$ cat src/rtl/fwd_pkg.sv
// Shared slot type, constants and helpers for the forwarding scoreboard.
// Register indices are held zero-extended to MaxRegAddrW bits inside slots.
package fwd_pkg;

  localparam int unsigned MaxRegAddrW = 8;
  localparam int unsigned FWD_NONE    = 0;
  localparam int unsigned ZERO_REG    = 0;

  typedef struct packed {
    logic                   valid;
    logic                   reg_write;
    logic                   is_load;
    logic [MaxRegAddrW-1:0] rd;
  } slot_t;

  function automatic int unsigned sel_width(input int unsigned num_slots);
    return $clog2(num_slots + 1);
  endfunction

endpackage

$ cat src/rtl/fwd_match_sel.sv
// Priority match of one source register against an ordered set of producer slots.
// Returns the youngest live producer (1-based) and whether it is a load not yet forwardable.
module fwd_match_sel
  import fwd_pkg::*;
#(
  parameter int unsigned NumSlots      = 3,
  parameter int unsigned LoadReadySlot = 2,
  parameter int unsigned SelW          = sel_width(NumSlots)
) (
  input  logic [MaxRegAddrW-1:0] src_i,
  input  slot_t                  slots_i [NumSlots],
  output logic [SelW-1:0]        sel_o,
  output logic                   not_ready_o
);

  logic src_nonzero;

  assign src_nonzero = (src_i != MaxRegAddrW'(ZERO_REG));

  always_comb begin
    sel_o       = SelW'(FWD_NONE);
    not_ready_o = 1'b0;
    // Walk oldest to youngest so the youngest live producer has the last word.
    for (int i = NumSlots - 1; i >= 0; i--) begin
      if (slots_i[i].valid && slots_i[i].reg_write && src_nonzero &&
          (slots_i[i].rd == src_i)) begin
        sel_o       = SelW'(i + 1);
        not_ready_o = slots_i[i].is_load && (32'(i + 1) < LoadReadySlot);
      end
    end
  end

endmodule

$ cat src/rtl/fwd_scoreboard.sv
// Shift scoreboard of in-flight writes after EX1, producing EX1 forward selects, ID load-use
// stall and a sticky hazard flag. Define FWD_PERF_EN to build the stall/forward counters.
module fwd_scoreboard
  import fwd_pkg::*;
#(
  parameter int unsigned REG_ADDR_W      = 4,
  parameter int unsigned NUM_FWD         = 3,
  parameter int unsigned LOAD_READY_SLOT = 2,
  parameter int unsigned SEL_W           = sel_width(NUM_FWD)
) (
  input  logic                  clk,
  input  logic                  rst_n,
  input  logic                  advance,
  input  logic                  flush,
  input  logic                  ex_valid,
  input  logic                  ex_reg_write,
  input  logic                  ex_is_load,
  input  logic [REG_ADDR_W-1:0] ex_rd,
  input  logic [REG_ADDR_W-1:0] ex_rs1,
  input  logic [REG_ADDR_W-1:0] ex_rs2,
  input  logic                  id_valid,
  input  logic [REG_ADDR_W-1:0] id_rs1,
  input  logic [REG_ADDR_W-1:0] id_rs2,
  output logic [SEL_W-1:0]      forward_a,
  output logic [SEL_W-1:0]      forward_b,
  output logic                  stall,
  output logic                  hazard_err,
  output logic [15:0]           stall_cycles,
  output logic [15:0]           fwd_count
);

  localparam int unsigned IdSelW = sel_width(NUM_FWD + 1);

  slot_t slots_q [NUM_FWD];
  slot_t ex_entry;
  slot_t ex_entry_kill;
  slot_t id_view [NUM_FWD + 1];

  logic [MaxRegAddrW-1:0] ex_rs1_ext, ex_rs2_ext, id_rs1_ext, id_rs2_ext;
  logic                   ex_nr_a, ex_nr_b;
  logic [IdSelW-1:0]      id_sel_a, id_sel_b;
  logic                   id_nr_a, id_nr_b;
  logic                   id_hz_a, id_hz_b;
  logic                   hazard_err_q;

  assign ex_rs1_ext = MaxRegAddrW'(ex_rs1);
  assign ex_rs2_ext = MaxRegAddrW'(ex_rs2);
  assign id_rs1_ext = MaxRegAddrW'(id_rs1);
  assign id_rs2_ext = MaxRegAddrW'(id_rs2);

  always_comb begin
    ex_entry.valid     = ex_valid;
    ex_entry.reg_write = ex_reg_write;
    ex_entry.is_load   = ex_is_load;
    ex_entry.rd        = MaxRegAddrW'(ex_rd);
    ex_entry_kill       = ex_entry;
    ex_entry_kill.valid = ex_valid & ~flush;
  end

  always_ff @(posedge clk or negedge rst_n) begin
    if (!rst_n) begin
      for (int k = 0; k < NUM_FWD; k++) begin
        slots_q[k] <= '0;
      end
    end else if (advance) begin
      slots_q[0] <= ex_entry_kill;
      for (int k = 1; k < NUM_FWD; k++) begin
        slots_q[k] <= slots_q[k-1];
      end
    end
  end

  fwd_match_sel #(
    .NumSlots      (NUM_FWD),
    .LoadReadySlot (LOAD_READY_SLOT),
    .SelW          (SEL_W)
  ) u_match_ex_a (
    .src_i       (ex_rs1_ext),
    .slots_i     (slots_q),
    .sel_o       (forward_a),
    .not_ready_o (ex_nr_a)
  );

  fwd_match_sel #(
    .NumSlots      (NUM_FWD),
    .LoadReadySlot (LOAD_READY_SLOT),
    .SelW          (SEL_W)
  ) u_match_ex_b (
    .src_i       (ex_rs2_ext),
    .slots_i     (slots_q),
    .sel_o       (forward_b),
    .not_ready_o (ex_nr_b)
  );

  // ID sees EX1 as position 1 and slot k as position k+1, so an entry at position p blocks
  // the ID instruction exactly when p < LOAD_READY_SLOT.
  always_comb begin
    id_view[0] = ex_entry;
    for (int k = 0; k < NUM_FWD; k++) begin
      id_view[k+1] = slots_q[k];
    end
  end

  fwd_match_sel #(
    .NumSlots      (NUM_FWD + 1),
    .LoadReadySlot (LOAD_READY_SLOT),
    .SelW          (IdSelW)
  ) u_match_id_a (
    .src_i       (id_rs1_ext),
    .slots_i     (id_view),
    .sel_o       (id_sel_a),
    .not_ready_o (id_nr_a)
  );

  fwd_match_sel #(
    .NumSlots      (NUM_FWD + 1),
    .LoadReadySlot (LOAD_READY_SLOT),
    .SelW          (IdSelW)
  ) u_match_id_b (
    .src_i       (id_rs2_ext),
    .slots_i     (id_view),
    .sel_o       (id_sel_b),
    .not_ready_o (id_nr_b)
  );

  assign id_hz_a = id_nr_a & (id_sel_a != IdSelW'(FWD_NONE));
  assign id_hz_b = id_nr_b & (id_sel_b != IdSelW'(FWD_NONE));

  // Gated by rst_n so a held reset never requests a stall from live EX1 inputs.
  assign stall = rst_n & id_valid & ~flush & (id_hz_a | id_hz_b);

  always_ff @(posedge clk or negedge rst_n) begin
    if (!rst_n) begin
      hazard_err_q <= 1'b0;
    end else if (advance && ex_valid && (ex_nr_a || ex_nr_b)) begin
      hazard_err_q <= 1'b1;
    end
  end

  assign hazard_err = hazard_err_q;

`ifdef FWD_PERF_EN
  logic [15:0] stall_cycles_q;
  logic [15:0] fwd_count_q;
  logic [1:0]  fwd_inc;
  logic [16:0] fwd_sum;

  assign fwd_inc = {1'b0, (forward_a != SEL_W'(FWD_NONE))} +
                   {1'b0, (forward_b != SEL_W'(FWD_NONE))};
  assign fwd_sum = {1'b0, fwd_count_q} + {15'd0, fwd_inc};

  always_ff @(posedge clk or negedge rst_n) begin
    if (!rst_n) begin
      stall_cycles_q <= 16'd0;
      fwd_count_q    <= 16'd0;
    end else if (advance) begin
      if (stall && (stall_cycles_q != 16'hFFFF)) begin
        stall_cycles_q <= stall_cycles_q + 16'd1;
      end
      fwd_count_q <= fwd_sum[16] ? 16'hFFFF : fwd_sum[15:0];
    end
  end

  assign stall_cycles = stall_cycles_q;
  assign fwd_count    = fwd_count_q;
`else
  assign stall_cycles = 16'd0;
  assign fwd_count    = 16'd0;
`endif

endmodule

$ cat config.mk
export PLATFORM = sky130hd
export DESIGN_NAME = fwd_scoreboard
export DESIGN_NICKNAME = d
export VERILOG_FILES = /design/src/rtl/fwd_pkg.sv /design/src/rtl/fwd_match_sel.sv /design/src/rtl/fwd_scoreboard.sv
export SDC_FILE = /design/constraint.sdc
export NUM_CORES = 1
export LEC_CHECK = 0
export ABC_AREA = 1
export BUFFER_PORTS_ARGS = -buffer_cell sky130_fd_sc_hd__buf_2
export CAP_MARGIN = 0
export CORE_UTILIZATION = 35
export DETAILED_ROUTE_END_ITERATION = 6
export SLEW_MARGIN = 20
export SYNTH_ARGS = -nofsm -noshare
export SYNTH_HDL_FRONTEND = slang
export SYNTH_HIERARCHICAL = 1
export SYNTH_SLANG_ARGS = --single-unit
$ cat constraint.sdc
create_clock -name clk -period 3.2 [get_ports clk]
set_input_delay 0 -clock clk [delete_from_list [all_inputs] [get_ports clk]]
set_output_delay 0 -clock clk [all_outputs]
set_load 0.01 [all_outputs]
==> flow_metrics.env <==
export IMPL_timing_rr_end="hazard_err"
export IMPL_post_cts_buffers=0
export IMPL_holdPathEnd="id_view[31]"
export IMPL_antennaDiodeCount=0
export IMPL_wire_per_inst_um=8.23
export IMPL_avgSynthCellArea_sq_um=5.04
export IMPL_nets=983
export IMPL_dp_hpwl_um=7430
export IMPL_coreArea_sq_mm=0.0104
export IMPL_die_x_um=105
export IMPL_portBuffers=33
export IMPL_fin_setup_tns_ns=0
export IMPL_drv_cap=0
export IMPL_power_density_mw_per_mm2=215
export IMPL_first_pass_iters=4
export IMPL_worstReg2RegStart="id_view[25]"
export IMPL_layout_drive_gt1_share_pct=10.6
export IMPL_crit_required_ns=3.20
export IMPL_cpMaxStageDelayCell="dfrtp_1"
export IMPL_htreeDepth=1
export IMPL_clk_latency_ns=0.26
export IMPL_cts_root_buf="clkbuf_8"
export IMPL_slew_headroom_pct=64.1
export IMPL_row_count=37
export IMPL_cts_buffers=3
export IMPL_fin_skew_ns=0.00376
export IMPL_dp_slack_ns=1.53
export IMPL_cts_hold_buf=2
export IMPL_critPathMaxStageDelay_ns=0.65
export IMPL_hold_viol=0
export IMPL_drc=0
export IMPL_vdd_drop_max_uv=239
export IMPL_cp_start_kind="flop"
export IMPL_rr_worst_depth=8
export IMPL_critPathMaxFanout=11
export IMPL_grt_util_all_layers_pct=17.1
export IMPL_top_layer_used="met4"
export IMPL_path_class="flop to primary output"
export IMPL_endpoint_kind="primary output"
export IMPL_rrSetupSlack_ns=1.58
export IMPL_setup_viol=0
export IMPL_grt_start_max_net_pins=33
export IMPL_dieArea_sq_mm=0.0111
export IMPL_ioPinCount=66
export IMPL_met1Wirelength_um=4450
export IMPL_antenna_found_initial=0
export IMPL_cp_arrival_ns=1.93
export IMPL_ctsResizeCount=0
export IMPL_rsz0062_at_grt="no"
export IMPL_multi_input_area_sq_mm=0.00313
export IMPL_die_h_um=105
export IMPL_fill_cells=1259
export IMPL_syn_cell_area_sq_mm=0.00375
export IMPL_p_leak_nw=2.89
export IMPL_critical_path_cell_chain="inv_1, nand2_1, nand2_1, inv_1, nand2_1, nor2_2, nand3_2, a21oi_1, nor2_1, nand2_1, nand2_1, a21oi_1, buf_2"
export IMPL_route_met2_wl_um=3990
export IMPL_clock_sinks=20
export IMPL_holdPathStages=3
export IMPL_grt_first_pass_wirelength_um=15300
export IMPL_clk_pin_slew_ns=0.07
export IMPL_cts_buffer_depth=2
export IMPL_wl_met3_um=464
export IMPL_fin_ws_ns=1.27
export IMPL_final_common_cell="nand2_1"
export IMPL_grt_pass1_vias=3337
export IMPL_final_cell_mix="nand2_1 (311), conb_1 (210), inv_1 (129)"
export IMPL_worstHoldStart="ex_reg_write"
export IMPL_hold_class="primary input to flop"
export IMPL_gr_total_overflow=0
export IMPL_synthCells=744
export IMPL_worst_path_most_repeated_cell="nand2_1"
export IMPL_drtIter0Drc=149
export IMPL_syn_to_final_growth_pct=24.0
export IMPL_vias_per_cell=3.66
export IMPL_cts_tree="built"
export IMPL_min_period_ns=1.93
export IMPL_dr_total_vias=3986
export IMPL_worst_slew_pin_slew_ns=0.539
export IMPL_gp_congestion=0.824
export IMPL_ys_warnings_count=6
export IMPL_antenna_left=0
export IMPL_period_share_pct=60.4
export IMPL_finalWirelength_um=8970
export IMPL_status="finished, final reports clean"
export IMPL_regArea_sq_um=500
export IMPL_clock_fmax_mhz=518
export IMPL_start_util_pct=36.1
export IMPL_drv_slew=0
## layer usage
layer  vias to the layer above  GRT usage (%)
met5                         -              0
met4                         0           1.41
met3                         7           2.29
met2                        69           28.1
met1                      1571           24.5
li1                       2339              -
## critical path: cells and delay by family, from the launching register on
kind | cells | cell delay, ns
buffers and inverters | 3 | 0.27
and+or+nand+nor | 8 | 0.51
AOI/OAI and AO/OA | 2 | 0.25
DFF | 1 | 0.65
## through the flow
stage	util (%)	instances	hold slack, ns	instance area, sq um	total power, W
2_1_floorplan	-	953	-0.296	4530	0.000713
3_3_place_gp	44.1	1084	-0.0155	4570	0.000796
3_5_place_dp	44.1	1084	-0.0144	4570	0.000798
4_1_cts	44.8	1090	0.00182	4650	0.000992
5_1_grt	44.8	1090	0.0117	4650	0.00110
6_report	44.8	1090	0.00471	4650	0.000999
## worst max path at each step
| stage | to | from | slack (ns) |
|---|---|---|---|
| floorplan | stall | id_view[25] | 1.82 |
| global placement | stall | id_view[25] | 1.54 |
| detailed placement | stall | id_view[25] | 1.53 |
| CTS | stall | id_view[25] | 1.24 |
| global route | stall | id_view[25] | 1.05 |
| finish | stall | id_view[25] | 1.27 |
## where the power goes
part / switching [W] / internal (W) / leakage [nW]
Sequential: 0.0000816 / 0.000280 / 0.238
Combinational: 0.000278 / 0.000165 / 2.62
Clock: 0.0000841 / 0.000110 / 0.0288
## registers in the layout, indices dropped and copies added (netlist names)
| name | cells |
|---|---|
| hazard_err | 1 |
| id_view | 19 |
## area by class of cell
cell class / count / area share (%)
well taps: 136 / 3.66
inverters: 161 / 13.0
flip-flops and latches: 20 / 10.8
multi-input cells: 734 / 67.4
repair buffers: 35 / 3.98
clock buffers: 4 / 1.18
No activity file was read; power rests on OpenSTA's default activity.
